--- src/rtl/serial_sub_pkg.sv ---
// rtl/serial_sub_pkg.sv - shared state encoding and sizing helpers for the bit-serial subtractor
package serial_sub_pkg;

    localparam int WIDTH_MAX = 32;

    typedef logic [1:0] state_t;

    localparam state_t ST_IDLE = 2'd0;
    localparam state_t ST_RUN  = 2'd1;
    localparam state_t ST_DONE = 2'd2;

    // A 1-bit operand still needs a 1-bit counter, hence the floor of 1.
    function automatic int cnt_width(input int width);
        return (width <= 1) ? 1 : $clog2(width);
    endfunction

endpackage

--- src/rtl/serial_subtractor_if.sv ---
// rtl/serial_subtractor_if.sv - request/result bundle for serial_subtractor (ovf under SERIAL_SUB_OVF_EN)
interface serial_subtractor_if #(parameter int WIDTH = 8);

    logic             start;
    logic [WIDTH-1:0] a;
    logic [WIDTH-1:0] b;
    logic             busy;
    logic             done;
    logic [WIDTH-1:0] diff;
    logic             borrow;
`ifdef SERIAL_SUB_OVF_EN
    logic             ovf;
`endif

    modport master (
        output start, a, b,
        input  busy, done, diff, borrow
`ifdef SERIAL_SUB_OVF_EN
        , input ovf
`endif
    );

    modport slave (
        input  start, a, b,
        output busy, done, diff, borrow
`ifdef SERIAL_SUB_OVF_EN
        , output ovf
`endif
    );

endinterface

--- src/rtl/half_subtractor.sv ---
// rtl/half_subtractor.sv - one-bit half subtractor, two of which form the per-bit full subtractor
module half_subtractor (
    input  logic x,
    input  logic y,
    output logic d,
    output logic bo
);

    assign d  = x ^ y;
    assign bo = ~x & y;

endmodule

--- src/rtl/serial_subtractor.sv ---
// rtl/serial_subtractor.sv - bit-serial a-b, LSB first, registered borrow; SERIAL_SUB_OVF_EN adds ovf
module serial_subtractor
    import serial_sub_pkg::*;
#(
    parameter int WIDTH = 8
) (
    input  logic                 clk,
    input  logic                 rst_n,
    serial_subtractor_if.slave   bus
);

    localparam int CW = cnt_width(WIDTH);

    state_t           state;
    logic [WIDTH-1:0] a_sr;
    logic [WIDTH-1:0] b_sr;
    logic [WIDTH-1:0] res_sr;
    logic [WIDTH-1:0] res_next;
    logic [CW-1:0]    cnt;
    logic             borrow_r;
    logic             d1;
    logic             bo1;
    logic             d_bit;
    logic             bo2;
    logic             bout;
    logic             last;
    logic             accept;
    logic             done_r;
    logic [WIDTH-1:0] diff_r;
    logic             borrow_out_r;

    half_subtractor u_hs_ab (.x(a_sr[0]), .y(b_sr[0]), .d(d1),    .bo(bo1));
    half_subtractor u_hs_bi (.x(d1),      .y(borrow_r), .d(d_bit), .bo(bo2));

    assign bout   = bo1 | bo2;
    assign last   = (cnt == CW'(WIDTH - 1));
    assign accept = bus.start && (state == ST_IDLE || state == ST_DONE);

    // Result fills from the MSB side so the LSB lands at bit 0 after WIDTH shifts.
    always_comb begin
        res_next            = res_sr >> 1;
        res_next[WIDTH-1]   = d_bit;
    end

`ifdef SERIAL_SUB_OVF_EN
    logic a_msb_r;
    logic b_msb_r;
    logic ovf_r;

    always_ff @(posedge clk or negedge rst_n) begin
        if (!rst_n) begin
            a_msb_r <= 1'b0;
            b_msb_r <= 1'b0;
            ovf_r   <= 1'b0;
        end else if (accept) begin
            a_msb_r <= bus.a[WIDTH-1];
            b_msb_r <= bus.b[WIDTH-1];
        end else if (state == ST_RUN && last) begin
            ovf_r   <= (a_msb_r ^ b_msb_r) & (d_bit ^ a_msb_r);
        end
    end

    assign bus.ovf = ovf_r;
`endif

    always_ff @(posedge clk or negedge rst_n) begin
        if (!rst_n) begin
            state        <= ST_IDLE;
            a_sr         <= '0;
            b_sr         <= '0;
            res_sr       <= '0;
            cnt          <= '0;
            borrow_r     <= 1'b0;
            done_r       <= 1'b0;
            diff_r       <= '0;
            borrow_out_r <= 1'b0;
        end else begin
            done_r <= 1'b0;
            if (accept) begin
                a_sr     <= bus.a;
                b_sr     <= bus.b;
                res_sr   <= '0;
                cnt      <= '0;
                borrow_r <= 1'b0;
                state    <= ST_RUN;
            end else if (state == ST_RUN) begin
                a_sr     <= a_sr >> 1;
                b_sr     <= b_sr >> 1;
                res_sr   <= res_next;
                borrow_r <= bout;
                cnt      <= cnt + CW'(1);
                if (last) begin
                    diff_r       <= res_next;
                    borrow_out_r <= bout;
                    done_r       <= 1'b1;
                    state        <= ST_DONE;
                end
            end else begin
                state <= ST_IDLE;
            end
        end
    end

    assign bus.busy   = (state == ST_RUN);
    assign bus.done   = done_r;
    assign bus.diff   = diff_r;
    assign bus.borrow = borrow_out_r;

endmodule

--- src/flat_wrapper.sv ---
// flat-port wrapper written by rule: the top's interface ports become plain ports
module serial_subtractor_flat import serial_sub_pkg::*;
#(
    parameter int WIDTH = 8
)
  (clk, rst_n, bus_start, bus_a, bus_b, bus_busy, bus_done, bus_diff, bus_borrow);
  serial_subtractor_if #(.WIDTH(WIDTH)) bus_i ();
  input  logic clk;
  input  logic rst_n;
  input wire logic [$bits(bus_i.start)-1:0] bus_start;
  input wire logic [$bits(bus_i.a)-1:0] bus_a;
  input wire logic [$bits(bus_i.b)-1:0] bus_b;
  output wire logic [$bits(bus_i.busy)-1:0] bus_busy;
  output wire logic [$bits(bus_i.done)-1:0] bus_done;
  output wire logic [$bits(bus_i.diff)-1:0] bus_diff;
  output wire logic [$bits(bus_i.borrow)-1:0] bus_borrow;
  assign bus_i.start = bus_start;
  assign bus_i.a = bus_a;
  assign bus_i.b = bus_b;
  assign bus_busy = bus_i.busy;
  assign bus_done = bus_i.done;
  assign bus_diff = bus_i.diff;
  assign bus_borrow = bus_i.borrow;
  serial_subtractor #(.WIDTH(WIDTH)) u_core (.clk(clk), .rst_n(rst_n), .bus(bus_i));
endmodule
--- config.mk ---
export PLATFORM = sky130hd
export DESIGN_NAME = serial_subtractor_flat
export DESIGN_NICKNAME = d
export VERILOG_FILES = /design/src/rtl/serial_sub_pkg.sv /design/src/rtl/serial_subtractor_if.sv /design/src/rtl/half_subtractor.sv /design/src/rtl/serial_subtractor.sv /design/src/flat_wrapper.sv
export SDC_FILE = /design/constraint.sdc
export NUM_CORES = 1
export LEC_CHECK = 0
export CAP_MARGIN = 30
export CORE_AREA = 2 2 71 73
export DETAILED_ROUTE_END_ITERATION = 12
export DIE_AREA = 0 0 73 75
export DONT_BUFFER_PORTS = 1
export PLACE_DENSITY = 0.54
export SETUP_SLACK_MARGIN = 0.02
export SLEW_MARGIN = 20
export SYNTH_ARGS = -nofsm -noshare
export SYNTH_HDL_FRONTEND = slang
export SYNTH_SLANG_ARGS = --single-unit
export TNS_END_PERCENT = 10
--- constraint.sdc ---
create_clock -name clk -period 1.6 [get_ports clk]
set_clock_uncertainty 0.05 [all_clocks]
set_input_delay 0.24 -clock clk [delete_from_list [all_inputs] [get_ports clk]]
set_output_delay 0.24 -clock clk [all_outputs]
set_load 0.03 [all_outputs]
==> results.md <==
- The run finished with clean final reports.
- Subtracting the final worst setup slack from the clock period gives 1.55 ns.
- The via count of the first global-routing pass came to 1102.
- The final number of hold-violating endpoints came to 0.
- Counting flops and latches in the post-synthesis netlist gives 39.
- The root cell of the clock tree is sky130_fd_sc_hd__clkbuf_8.
- The number of buffer and inverter stages on the critical path is 1.
- STA puts the critical path data required time at 1.73 ns.
- The gate count of the mapped netlist is 144.
- TritonCTS built the clock tree.
- The worst setup path is captured at a register.
- At the end of the flow the core is filled with cells to 44.2%.
- The number of antenna violations at the first check in global routing is 0.
- The max-cap violation count is 0.
- In this run the cell area measured after placement is 1830 um^2.
- The internal portion of the total power is 2.72 mW.
- The total power divided by cell area is 2110 nW/um^2.
- The largest vdd supply drop is 0.000567 V.
- Timing analysis after detailed placement gives a worst setup slack of 0.0442 ns.
- The total power consumption of the routed design is 4.34 mW.
- The cell seen most often among critical-path stages is sky130_fd_sc_hd__ha_1.
- Including well taps, the total number of placed cells is 196.
- Summed over all nets, the half-perimeter wirelength after detailed placement is 2.37 mm.
- The final cell count without fillers is 212.
- The initial utilization of the core area, before any placement, comes to 37.8%.
- For this design, the sink count on the clock tree is 39.
- The number of unique standard cell types used by synthesis is 35.
- For this run, asynchronously set or reset flops after synthesis account for 100%.
- The signal on the critical path passes through ha_1, ha_1, nand3b_4, buf_12, mux2_2.
- Tracing the worst setup path back leads to its startpoint at u_core.cnt[0].
- Among all stages on the critical path, the largest delay is contributed by sky130_fd_sc_hd__dfrtp_1.
- The largest driver fanout on the critical path is 6.
- The share of total power dissipated in combinational logic is 37.8%.
- Across all hold checks on the routed design, the worst slack comes to 0.0107 ns.
- The nature of the critical path startpoint is a register.
- The worst-case headroom to the max-slew limit is 78.5%.
- The final count of pins violating max slew is 0.
- Sequential cells were found to cover 55.4% of the synthesized design area.
- The post-detailed-route DRC marker count is 0.
- The total iterations of the first detailed-routing run is 4.
- Global routing finished with a remaining overflow of 0.
- The floorplan die width is 73 um.
- The worst register-to-register path ends at u_core.bus.diff[1].
- The floorplan die area is 5480 um^2.
- The site row count is 25.
- The area inside the core boundary is 4660 um^2.
- The final worst setup slack is 0.0489 ns.
- The arrival time at the worst endpoint is 1.68 ns.
- The I/O pin count is 30.
- The kind of cell adding the most delay to the critical path is adder cells.
- The critical path crosses 5 cells after its start point.
- The class of the most critical hold timing path is in -> reg.
- The all-layer global routing usage is 13.6%.
- The synthesized netlist occupies a cell area of 1760 um^2.
- The mean area per synthesized cell is 12.2 um^2.
- The total wirelength of the detailed-routed design is 3.51 mm.
- The most common library cell in the layout ignoring fill and taps is sky130_fd_sc_hd__dfrtp_1.
- On the worst path, the slowest cell contributes a delay of 0.40 ns.
- The repair_antennas step left the layout with diodes totalling 0.
- For the pin with the worst max-slew slack, the measured transition is 0.322 ns.
- The number of buffers created by CTS is 5.
- The final weighted congestion in routability-driven placement is 0.753.
- In the routed layout, each cell is associated on average with a via count of 5.39.
- Synthesis produced a netlist with a net count of 166.
- In this run the worst setup path terminates at u_core.bus.diff[1].
- Measured in cells, the most critical reg-to-reg path has a length of 5.
- Setup repair after global routing could not meet its margin everywhere.
- Measured along the y axis, the die boundary spans 75 um.
- The count of yosys warnings during synthesis is 0.
- For this run, the leading register cell type out of synthesis is sky130_fd_sc_hd__dfrtp_1.
- Setup violations remaining at the end of the flow were counted as 0.
- For the worst-skew pair, the clock arrives at the later sink with an insertion delay of 0.29 ns.
- After detailed routing, the average wire length per cell comes to 16.6 um.
- Clock-pin slew was measured on the worst setup and hold paths at 0.08 ns.
- For this run, the top clock speed supported by timing is 0.645 GHz.
- The final net count is 179.
- Yosys mapped a number of flops with a built-in enable equal to 0.
- The number of DRC violations after detailed-routing iteration 0 is 57.
- Of the total power, the share spent switching nets is 37.4%.
- The cell area after layout is 2060 um^2.
- The share of total power dissipated in the clock network is 16.8%.
- The cell leakage power is 0.947 nW.
- The first global-routing pass estimated 5.58 mm of wire.
- The clock passes through at most 2 buffers.
- The worst setup path is of the reg -> reg kind.
- The count of nets left with antenna violations once routing finished came out at 0.
- The analysis attributes to net switching a power of 1.62 mW.
- The fraction of layout cells with a size suffix above 1 is 31.6%.
- Entering global routing, the biggest net connects 40 pins.
- The period utilization is 96.9%.
- The worst register-to-register path begins at u_core.cnt[0].
- The setup TNS is 0 ns.
- The register-to-register setup slack is 0.05 ns.
- The routed layout has 1143 vias.
- The layout overhead on the synthesized area is 16.9%.
- The CTS H-tree depth is 2.
- In the layout the commonest cells are sky130_fd_sc_hd__dfrtp_1, sky130_fd_sc_hd__nor2_1.
- Input and output buffers added on the ports amount to 0.
- The share of power burned in registers is 45.5%.
[repair_timing]
| action | 4_1_cts | 5_1_grt |
|---|---|---|
| setup endpoints to repair | 1 | 3 |
| cloned | 0 | 1 |
| endpoints found under the hold margin | 41 | 0 |
| buffers inserted | 0 | 4 |
| gates resized for setup | 3 | 3 |
| hold buffers | 3 | 0 |
[state kept, by name, summed over array words and instances, names as in the netlist]
name and flops:
u_core.b_sr 8, u_core.res_sr 7, u_core.borrow_r 1, u_core.bus.done 1, u_core.bus.borrow 1, u_core.cnt 3
u_core.bus.diff 8, u_core.a_sr 8, u_core.state 2
[kinds of logic after synthesis]
group,after synthesis,synth area share (%)
compound gates,34,13.4
fa+ha+maj,3,2.55
buf+inv,14,4.83
flops,39,55.4
mux,16,11.1
simple gates,38,12.7
[power by group through the flow]
stage / registers [mW] / clock network (mW) / logic, mW
final: 1.97 / 0.729 / 1.64
after detailed placement: 1.99 / 0 / 1.46
after CTS: 1.98 / 0.756 / 1.51
after global routing: 2.04 / 0.794 / 1.82
after floorplan: 1.87 / 0 / 1.21
after global placement: 1.97 / 0 / 1.40
[metal layers]
metal | GRT usage (%) | vias to the layer above | share of wire [%]
met3 | 4.02 | 6 | 4.1
li1 | - | 540 | -
met2 | 20.5 | 29 | 50
met1 | 18.8 | 568 | 45
met4 | 4.73 | 0 | 1.2
met5 | 0 | - | 0
[Yosys cell counts, types with 2 or more instances]
cell                       count  area, um^2
sky130_fd_sc_hd__dfrtp_1      39         976
sky130_fd_sc_hd__nor2_1        9        33.8
sky130_fd_sc_hd__nor3_1        8        40.0
sky130_fd_sc_hd__o21ai_0       8        40.0
sky130_fd_sc_hd__o22ai_1       8        50.1
sky130_fd_sc_hd__a22o_2        6        60.1
sky130_fd_sc_hd__mux2_4        6        90.1
sky130_fd_sc_hd__mux2_2        5        56.3
sky130_fd_sc_hd__mux2i_1       5        50.1
sky130_fd_sc_hd__a211oi_1      4        30.0
sky130_fd_sc_hd__a21oi_1       4        20.0
sky130_fd_sc_hd__inv_1         4        15.0
sky130_fd_sc_hd__nand2_1       4        15.0
sky130_fd_sc_hd__and2b_2       3        26.3
sky130_fd_sc_hd__buf_2         3        15.0
sky130_fd_sc_hd__buf_4         3        22.5
sky130_fd_sc_hd__nand2b_1      3        18.8
sky130_fd_sc_hd__a221o_1       2        20.0
sky130_fd_sc_hd__buf_6         2        22.5
sky130_fd_sc_hd__ha_1          2        25.0
sky130_fd_sc_hd__nand3_1       2        10.0
[worst min-delay path by stage]
stage                   start  cells after the start                  to  slack, ns
floorplan               rst_n                      0      u_core.a_sr[0]      -0.11
global placement        rst_n                      0  u_core.bus.diff[2]      -0.10
detailed placement      rst_n                      0   u_core.bus.borrow      -0.10
CTS                 bus_start                      1       u_core.cnt[2]      0.002
global route        bus_start                      1       u_core.cnt[2]      0.001
finish              bus_start                      1       u_core.cnt[2]       0.01
[cell type report]
| type | instances | area [um^2] |
|---|---|---|
| Clock inverter | 1 | 7.51 |
| Multi-Input combinational cell | 91 | 711 |
| Sequential cell | 39 | 978 |
| Clock buffer | 7 | 96.3 |
| Tap cell | 54 | 67.6 |
| Inverter | 5 | 23.8 |
| Timing Repair Buffer | 15 | 176 |
| Fill cell | 435 | 2600 |
Note: power is estimated with default switching activity, not from simulation.
